`config.mk`:
```
export PLATFORM = sky130hd
export DESIGN_NAME = sprite_fetch_arbiter_flat
export DESIGN_NICKNAME = d
export VERILOG_FILES = /design/src/rtl/sprite_fetch_arbiter_pkg.sv /design/src/rtl/sprite_fetch_arbiter_if.sv /design/src/rtl/sprite_fetch_arbiter_rr_arbiter4.sv /design/src/rtl/sprite_fetch_arbiter.sv /design/src/flat_wrapper.sv
export SDC_FILE = /design/constraint.sdc
export NUM_CORES = 1
export LEC_CHECK = 0
export CAP_MARGIN = 0
export CORE_UTILIZATION = 37
export DETAILED_ROUTE_END_ITERATION = 16
export PLACE_DENSITY = 0.81
export SETUP_SLACK_MARGIN = 0.4
export SLEW_MARGIN = 10
export SYNTH_ARGS = -nofsm -noshare
export SYNTH_HDL_FRONTEND = slang
export SYNTH_HIERARCHICAL = 1
export SYNTH_SLANG_ARGS = --single-unit
```
`constraint.sdc`:
```
create_clock -name clk -period 6.9 [get_ports clk]
set_clock_uncertainty 0.15 [all_clocks]
set_input_delay 2.07 -clock clk [delete_from_list [all_inputs] [get_ports clk]]
set_output_delay 2.07 -clock clk [all_outputs]
set_load 0.1 [all_outputs]
```
`src/rtl/sprite_fetch_arbiter_pkg.sv`:
```
// Shared definitions for the sprite mask fetch arbiter: sprite ids, mask ROM
// slot numbers, the default tile size, and small helpers used by the top.
package sprite_fetch_arbiter_pkg;

  localparam int TILE_SIZE_DEF = 16;
  localparam int NUM_SLOTS     = 14;
  localparam int NUM_REQ       = 4;

  typedef enum logic [3:0] {
    SPR_DOT     = 4'd0,
    SPR_BIG_DOT = 4'd1,
    SPR_PACMAN  = 4'd2,
    SPR_GHOST   = 4'd3,
    SPR_SCL_UP  = 4'd4,
    SPR_SCL_DN  = 4'd5,
    SPR_SCL_LT  = 4'd6,
    SPR_SCL_RT  = 4'd7,
    SPR_EYE_UP  = 4'd8,
    SPR_EYE_DN  = 4'd9,
    SPR_EYE_LT  = 4'd10,
    SPR_EYE_RT  = 4'd11
  } sprite_id_e;

  localparam logic [3:0] SLOT_DOT     = 4'd0;
  localparam logic [3:0] SLOT_BIG_DOT = 4'd1;
  localparam logic [3:0] SLOT_PACMAN  = 4'd2;  // +anim_frame
  localparam logic [3:0] SLOT_GHOST   = 4'd4;  // +anim_frame
  localparam logic [3:0] SLOT_SCLERA  = 4'd6;  // 6..9
  localparam logic [3:0] SLOT_EYE     = 4'd10; // 10..13

  typedef struct packed {
    logic       valid;
    logic [3:0] slot;
  } slot_t;

  // Ids 12..15 have no mask; they come back invalid so the ROM is not read.
  function automatic slot_t sprite_slot(input logic [3:0] id, input logic anim);
    slot_t s;
    s.valid = 1'b1;
    s.slot  = '0;
    case (id)
      SPR_DOT:     s.slot = SLOT_DOT;
      SPR_BIG_DOT: s.slot = SLOT_BIG_DOT;
      SPR_PACMAN:  s.slot = SLOT_PACMAN + {3'b000, anim};
      SPR_GHOST:   s.slot = SLOT_GHOST + {3'b000, anim};
      SPR_SCL_UP, SPR_SCL_DN, SPR_SCL_LT, SPR_SCL_RT:
                   s.slot = SLOT_SCLERA + {2'b00, id[1:0]};
      SPR_EYE_UP, SPR_EYE_DN, SPR_EYE_LT, SPR_EYE_RT:
                   s.slot = SLOT_EYE + {2'b00, id[1:0]};
      default:     s.valid = 1'b0;
    endcase
    return s;
  endfunction

  function automatic logic [1:0] oh2idx(input logic [3:0] oh);
    logic [1:0] idx;
    idx = '0;
    for (int i = 0; i < 4; i++)
      if (oh[i]) idx = 2'(i);
    return idx;
  endfunction

endpackage

```
`src/rtl/sprite_fetch_arbiter_if.sv`:
```
// Requester / mask ROM / response bundle for sprite_fetch_arbiter.
//   req, req_sprite, req_px : per-requester lookup (4 requesters)
//   gnt                     : one-hot grant pulse
//   rom_en, rom_addr        : mask ROM read, rom_data returns one cycle later
//   rsp_valid, rsp_id, rsp_bit : response strobe, requester index, mask bit
// slave = the arbiter, master = requesters plus ROM.
interface sprite_fetch_arbiter_if
  import sprite_fetch_arbiter_pkg::*;
#(
  parameter int TILE_SIZE = TILE_SIZE_DEF
);
  localparam int PXW = $clog2(TILE_SIZE * TILE_SIZE);

  logic [3:0]       req;
  logic [15:0]      req_sprite;
  logic [4*PXW-1:0] req_px;
  logic [3:0]       gnt;
  logic             rom_en;
  logic [4+PXW-1:0] rom_addr;
  logic             rom_data;
  logic             rsp_valid;
  logic [1:0]       rsp_id;
  logic             rsp_bit;

  modport slave (
    input  req, req_sprite, req_px, rom_data,
    output gnt, rom_en, rom_addr, rsp_valid, rsp_id, rsp_bit
  );

  modport master (
    output req, req_sprite, req_px, rom_data,
    input  gnt, rom_en, rom_addr, rsp_valid, rsp_id, rsp_bit
  );
endinterface

```
`src/rtl/sprite_fetch_arbiter_rr_arbiter4.sv`:
```
// Four-way round-robin grant, purely combinational.
//   req_i    : request vector
//   rr_ptr_i : index with highest priority this cycle
//   gnt_o    : one-hot grant (zero when no request)
module rr_arbiter4 (
  input  logic [3:0] req_i,
  input  logic [1:0] rr_ptr_i,
  output logic [3:0] gnt_o
);
  logic       found;
  logic [1:0] idx;

  always_comb begin
    gnt_o = '0;
    found = 1'b0;
    idx   = '0;
    for (int i = 0; i < 4; i++) begin
      idx = rr_ptr_i + 2'(i);  // wraps mod 4
      if (!found && req_i[idx]) begin
        gnt_o[idx] = 1'b1;
        found      = 1'b1;
      end
    end
  end
endmodule

```
`src/rtl/sprite_fetch_arbiter.sv`:
```
// Sprite mask fetch arbiter: four requesters share one 1-bit mask ROM.
// A round-robin winner is granted each cycle, its sprite id is mapped to a
// ROM slot and {slot, px} is driven to the ROM; the bit returns as a response
// one cycle later.
//   clk, rst      : clock, asynchronous active-high reset
//   frame_tick    : video frame start pulse (drives the animation counter)
//   anim_frame    : current animation frame
//   bus (slave)   : request / grant / ROM / response bundle
// Build option: SPRITE_ANIM_EN enables the pacman/ghost animation counter;
// without it anim_frame is tied to 0 and frame_tick is ignored.
module sprite_fetch_arbiter
  import sprite_fetch_arbiter_pkg::*;
#(
  parameter int TILE_SIZE = TILE_SIZE_DEF,
  parameter int ANIM_DIV  = 8
) (
  input  logic                   clk,
  input  logic                   rst,
  input  logic                   frame_tick,
  output logic                   anim_frame,
  sprite_fetch_arbiter_if.slave  bus
);
  localparam int         PXW       = $clog2(TILE_SIZE * TILE_SIZE);
  localparam logic [7:0] ANIM_LAST = 8'(ANIM_DIV - 1);

  logic [1:0]     rr_ptr_q, rr_ptr_d;
  logic [3:0]     arb_gnt;
  logic [1:0]     gnt_idx;
  logic           gnt_any;
  logic [3:0]     gnt_sprite;
  logic [PXW-1:0] gnt_px;
  slot_t          slot_info;
  logic           anim_q;
  logic           rsp_vld_q, rsp_en_q;
  logic [1:0]     rsp_id_q;

  rr_arbiter4 u_arb (
    .req_i    (bus.req),
    .rr_ptr_i (rr_ptr_q),
    .gnt_o    (arb_gnt)
  );

  // Grant-cycle outputs are combinational but forced quiet while in reset.
  always_comb begin
    gnt_idx    = oh2idx(arb_gnt);
    gnt_any    = (|arb_gnt) & ~rst;
    gnt_sprite = bus.req_sprite[4*gnt_idx +: 4];
    gnt_px     = bus.req_px[PXW*gnt_idx +: PXW];
    slot_info  = sprite_slot(gnt_sprite, anim_q);
    rr_ptr_d   = gnt_any ? gnt_idx + 2'd1 : rr_ptr_q;
  end

  assign bus.gnt      = gnt_any ? arb_gnt : 4'b0000;
  assign bus.rom_en   = gnt_any & slot_info.valid;
  assign bus.rom_addr = bus.rom_en ? {slot_info.slot, gnt_px} : '0;

  always_ff @(posedge clk or posedge rst) begin
    if (rst) begin
      rr_ptr_q  <= '0;
      rsp_vld_q <= 1'b0;
      rsp_en_q  <= 1'b0;
      rsp_id_q  <= '0;
    end else begin
      rr_ptr_q  <= rr_ptr_d;
      rsp_vld_q <= gnt_any;
      rsp_en_q  <= bus.rom_en;
      if (gnt_any) rsp_id_q <= gnt_idx;
    end
  end

  // rom_data is only meaningful when the ROM was actually read.
  assign bus.rsp_valid = rsp_vld_q;
  assign bus.rsp_id    = rsp_id_q;
  assign bus.rsp_bit   = rsp_vld_q & rsp_en_q & bus.rom_data;

`ifdef SPRITE_ANIM_EN
  logic [7:0] tick_cnt_q;

  // Toggle lands after the tick edge, so a grant in the tick cycle sees the
  // old frame.
  always_ff @(posedge clk or posedge rst) begin
    if (rst) begin
      tick_cnt_q <= '0;
      anim_q     <= 1'b0;
    end else if (frame_tick) begin
      if (tick_cnt_q == ANIM_LAST) begin
        tick_cnt_q <= '0;
        anim_q     <= ~anim_q;
      end else begin
        tick_cnt_q <= tick_cnt_q + 8'd1;
      end
    end
  end
`else
  logic unused_cfg;
  assign anim_q     = 1'b0;
  assign unused_cfg = frame_tick ^ (^ANIM_LAST);
`endif

  assign anim_frame = anim_q;

endmodule

```
`src/flat_wrapper.sv`:
```
// flat-port wrapper written by rule: the top's interface ports become plain ports
module sprite_fetch_arbiter_flat import sprite_fetch_arbiter_pkg::*;
#(
  parameter int TILE_SIZE = TILE_SIZE_DEF,
  parameter int ANIM_DIV  = 8
)
  (clk, rst, frame_tick, anim_frame, bus_req, bus_req_sprite, bus_req_px, bus_rom_data, bus_gnt, bus_rom_en, bus_rom_addr, bus_rsp_valid, bus_rsp_id, bus_rsp_bit);
  sprite_fetch_arbiter_if #(.TILE_SIZE(TILE_SIZE)) bus_i ();
  input  logic clk;
  input  logic rst;
  input  logic frame_tick;
  output logic anim_frame;
  input wire logic [$bits(bus_i.req)-1:0] bus_req;
  input wire logic [$bits(bus_i.req_sprite)-1:0] bus_req_sprite;
  input wire logic [$bits(bus_i.req_px)-1:0] bus_req_px;
  input wire logic [$bits(bus_i.rom_data)-1:0] bus_rom_data;
  output wire logic [$bits(bus_i.gnt)-1:0] bus_gnt;
  output wire logic [$bits(bus_i.rom_en)-1:0] bus_rom_en;
  output wire logic [$bits(bus_i.rom_addr)-1:0] bus_rom_addr;
  output wire logic [$bits(bus_i.rsp_valid)-1:0] bus_rsp_valid;
  output wire logic [$bits(bus_i.rsp_id)-1:0] bus_rsp_id;
  output wire logic [$bits(bus_i.rsp_bit)-1:0] bus_rsp_bit;
  assign bus_i.req = bus_req;
  assign bus_i.req_sprite = bus_req_sprite;
  assign bus_i.req_px = bus_req_px;
  assign bus_i.rom_data = bus_rom_data;
  assign bus_gnt = bus_i.gnt;
  assign bus_rom_en = bus_i.rom_en;
  assign bus_rom_addr = bus_i.rom_addr;
  assign bus_rsp_valid = bus_i.rsp_valid;
  assign bus_rsp_id = bus_i.rsp_id;
  assign bus_rsp_bit = bus_i.rsp_bit;
  sprite_fetch_arbiter #(.TILE_SIZE(TILE_SIZE), .ANIM_DIV(ANIM_DIV)) u_core (.clk(clk), .rst(rst), .frame_tick(frame_tick), .anim_frame(anim_frame), .bus(bus_i));
endmodule
```
==> results.md <==
- Status: finished, violations left
- Violated checks: setup timing
- Max Freq: 139.9 MHz
- Via count: 1714
- Slew Limit Fails: 0
- Detailed Route WL: 5.749 mm
- Num ports: 78
- Fin nets: 321
- TritonCTS clock tree: yes
- Mapped cell area: 0.001219 mm^2
- Multi-input logic area: 0.001220 mm^2
- Placed Cells incl. Taps: 285
- Synth top area cells: mux2i_1, dfrtp_1, ha_1
- Gp weighted congestion: 0.8655
- Initial Util: 39.59%
- Final setup violation count: 13
- HPWL after detailed placement: 3.700 mm
- Cts bufs inserted: 3
- Non-filler cells, final: 301
- Crit path arrival time: 4.93 ns
- Cell Rows: 20
- Final ANT Viol Nets: 0
- Layout area overhead: 126.2%
- Yosys warns: 6
- RSZ-0062 raised after global routing: true
- Initial antenna violation count: 0
- Die Y: 59.39 um
- Worst hold slack: 0.3792 ns
- CTS max path bufs: 2
- Period minus WS final: 7.146 ns
- PortBufs: 75
- Residual DRC: 0
- DRT iter0 DRCs: 133
- Final Hold Viols: 0
- Pre-CTS setup slack: -0.5799 ns
- Clock Sinks: 6
- Die W: 59.39 um
- Worst Tran Pin Value: 0.9818 ns
- Global-route wire length before repair: 8.528 mm
- Fillers: 134
- GR Overflow Total: 0
- Clock tree root buffer cell: clkbuf_4
- Maxcap violations: 0
- Area leader, netlist: mux2i_1
- Average size of a mapped cell: 8.018 um^2
- Setup WS post-layout: -0.2458 ns
- Sequential area share after synthesis: 12.32%
- Vias in the first global route: 1864
- Core area: 0.003078 mm^2
- Worst slew margin: 34.34%
- Drt first pass iters: 4
- Storage element area: 150.1 um^2
- H-tree Lvls: 1
- EDFF count, synth: 0
- Largest net degree at the start of global routing: 21
- Final core utilization: 89.55%
- Netlist cell types: 44
- Syn_nets: 214
- Share of layout cells above drive strength 1: 40.08%
- Clock latency on the worst-skew pair: 0.25 ns
- All-Layer GR Usage: 33.03%
- Async S/R FF share, synth: 100.0%
- Top-area cell type share of the netlist area: 14.78%
- Crit Path Category: in2out
- Post-Synthesis Cells: 152
- Average wire per standard cell: 19.10 um
- Type of the most critical hold path: reg2reg
- Main flop type after synthesis: dfrtp_1
- Routed vias/inst: 5.694
- Worst EP required: 4.68 ns
- CP startpoint kind: input port
- Reg clk slew, reported paths: 0.04 ns
- FF+latch count, synth: 6
- Reg2Reg Setup Slack: 3.01 ns
- ANT cells: 0
- Fin crit share: 103.6%
- Die ar.: 0.003527 mm^2
- CP max FO: 12
- CP endpoint kind: primary output
[layer usage]
layer / GRT usage [%] / vias up / share of wire (%)
li1: - / 767 / -
met1: 32.88 / 828 / 34
met2: 62.92 / 95 / 56
met3: 7.642 / 24 / 6.6
met4: 16.67 / 0 / 3.5
met5: 0 / - / 0
[area by class of cell]
cell class	count	share of cell area [%]
well taps	44	1.997
flip-flops and latches	6	5.447
inverters	11	1.498
clock buffers	3	0.8171
repair buffers	113	45.98
multi-input cells	124	44.26
[kinds of logic after synthesis]
kind of cell | Yosys count | share of synthesized area (%)
buf+inv | 22 | 8.623
other cells | 1 | 0.3077
fa+ha+maj | 6 | 6.160
xor+xnor | 1 | 0.7188
simple gates | 53 | 24.03
compound gates | 39 | 22.59
flops | 6 | 12.32
mux | 24 | 25.26
[state kept, by name, indices dropped and copies added, names as in the netlist]
signal and count:
u_core/rsp_en_q 1, u_core/bus.rsp_valid 1, u_core/bus.rsp_id 2, u_core/rr_ptr_q 2
[worst max-delay path: stages]
cell,delay [ns]
buf_8,0.10
mux4_2,0.52
buf_4,0.17
a21oi_1,0.16
a21o_2,0.12
o211ai_1,0.16
buf_4,0.18
buf_4,0.13
buf_4,0.19
o41ai_2,0.48
buf_4,0.22
buf_4,0.16
o2bb2ai_4,0.08
buf_12,0.17
[per-stage QoR]
| stage | cell area, um^2 | TNS, ns |
|---|---|---|
| 2_1_floorplan | 1420 | -2.382 |
| 3_3_place_gp | 2535 | -5.540 |
| 3_5_place_dp | 2535 | -6.878 |
| 4_1_cts | 2689 | -1.589 |
| 5_1_grt | 2756 | -3.381 |
| 6_report | 2756 | -2.325 |
[Yosys cell counts (2+ instances only)]
| library cell | n |
|---|---|
| mux2i_1 | 18 |
| nand2_1 | 17 |
| inv_1 | 11 |
| nor3_1 | 10 |
| o21ai_0 | 9 |
| nor2b_1 | 8 |
| a21oi_1 | 7 |
| dfrtp_1 | 6 |
| ha_1 | 6 |
| o211ai_1 | 6 |
| nor2_1 | 5 |
| a21o_2 | 4 |
| clkbuf_1 | 4 |
| a211o_1 | 2 |
| a211oi_1 | 2 |
| and2_1 | 2 |
| and3b_1 | 2 |
| buf_2 | 2 |
| buf_6 | 2 |
| mux2_4 | 2 |
| mux4_1 | 2 |
| mux4_2 | 2 |
| nand3b_1 | 2 |
[repair_timing]
| item | CTS | global route |
|---|---|---|
| resized for setup | 29 | 11 |
| pin swaps | 10 | 12 |
| setup buffers | 9 | 3 |
| hold buffers | 0 | 0 |
| gates cloned | 1 | 0 |
| setup endpoints to repair | 16 | 15 |
[worst paths after layout]
kind,startpoint,endpoint,depth (start not counted)
setup reg to reg,u_core/rr_ptr_q[0]$_DFFE_PP0P_,u_core/rr_ptr_q[0]$_DFFE_PP0P_,14
min in group asynchronous,rst,u_core/bus.rsp_id[1]$_DFFE_PP0P_,2
hold reg to reg,u_core/bus.rsp_id[0]$_DFFE_PP0P_,u_core/bus.rsp_id[0]$_DFFE_PP0P_,2
hold / removal,u_core/bus.rsp_id[0]$_DFFE_PP0P_,u_core/bus.rsp_id[0]$_DFFE_PP0P_,2
max in group asynchronous,rst,u_core/bus.rsp_id[0]$_DFFE_PP0P_,2
setup / recovery,bus_req[2],bus_rom_addr[9],14
[placed cells by master, fill, tap and decap left out, types with 2 or more instances in the layout]
master           count
mux2i_1             17
a211oi_1             2
nor3_4               9
inv_1               11
buf_12              18
buf_6                9
a21oi_1              5
a21o_2               4
and3b_2              2
buf_4               31
nand3b_1             2
nor2_4               2
ha_1                 6
mux2_4               2
o211ai_1             6
mux4_2               3
nor2b_1              3
and2_1               2
o21ai_0              9
a21oi_4              2
dfrtp_1              6
nor2_1               3
nor2b_4              4
nor4b_4              2
clkdlybuf4s50_1     53
clkbuf_4             3
nand2_1             17
a211o_1              2
Power is left out: the tool's default activity adds up to more than one toggle a clock period on the data nets, which glitch-free logic cannot reach.
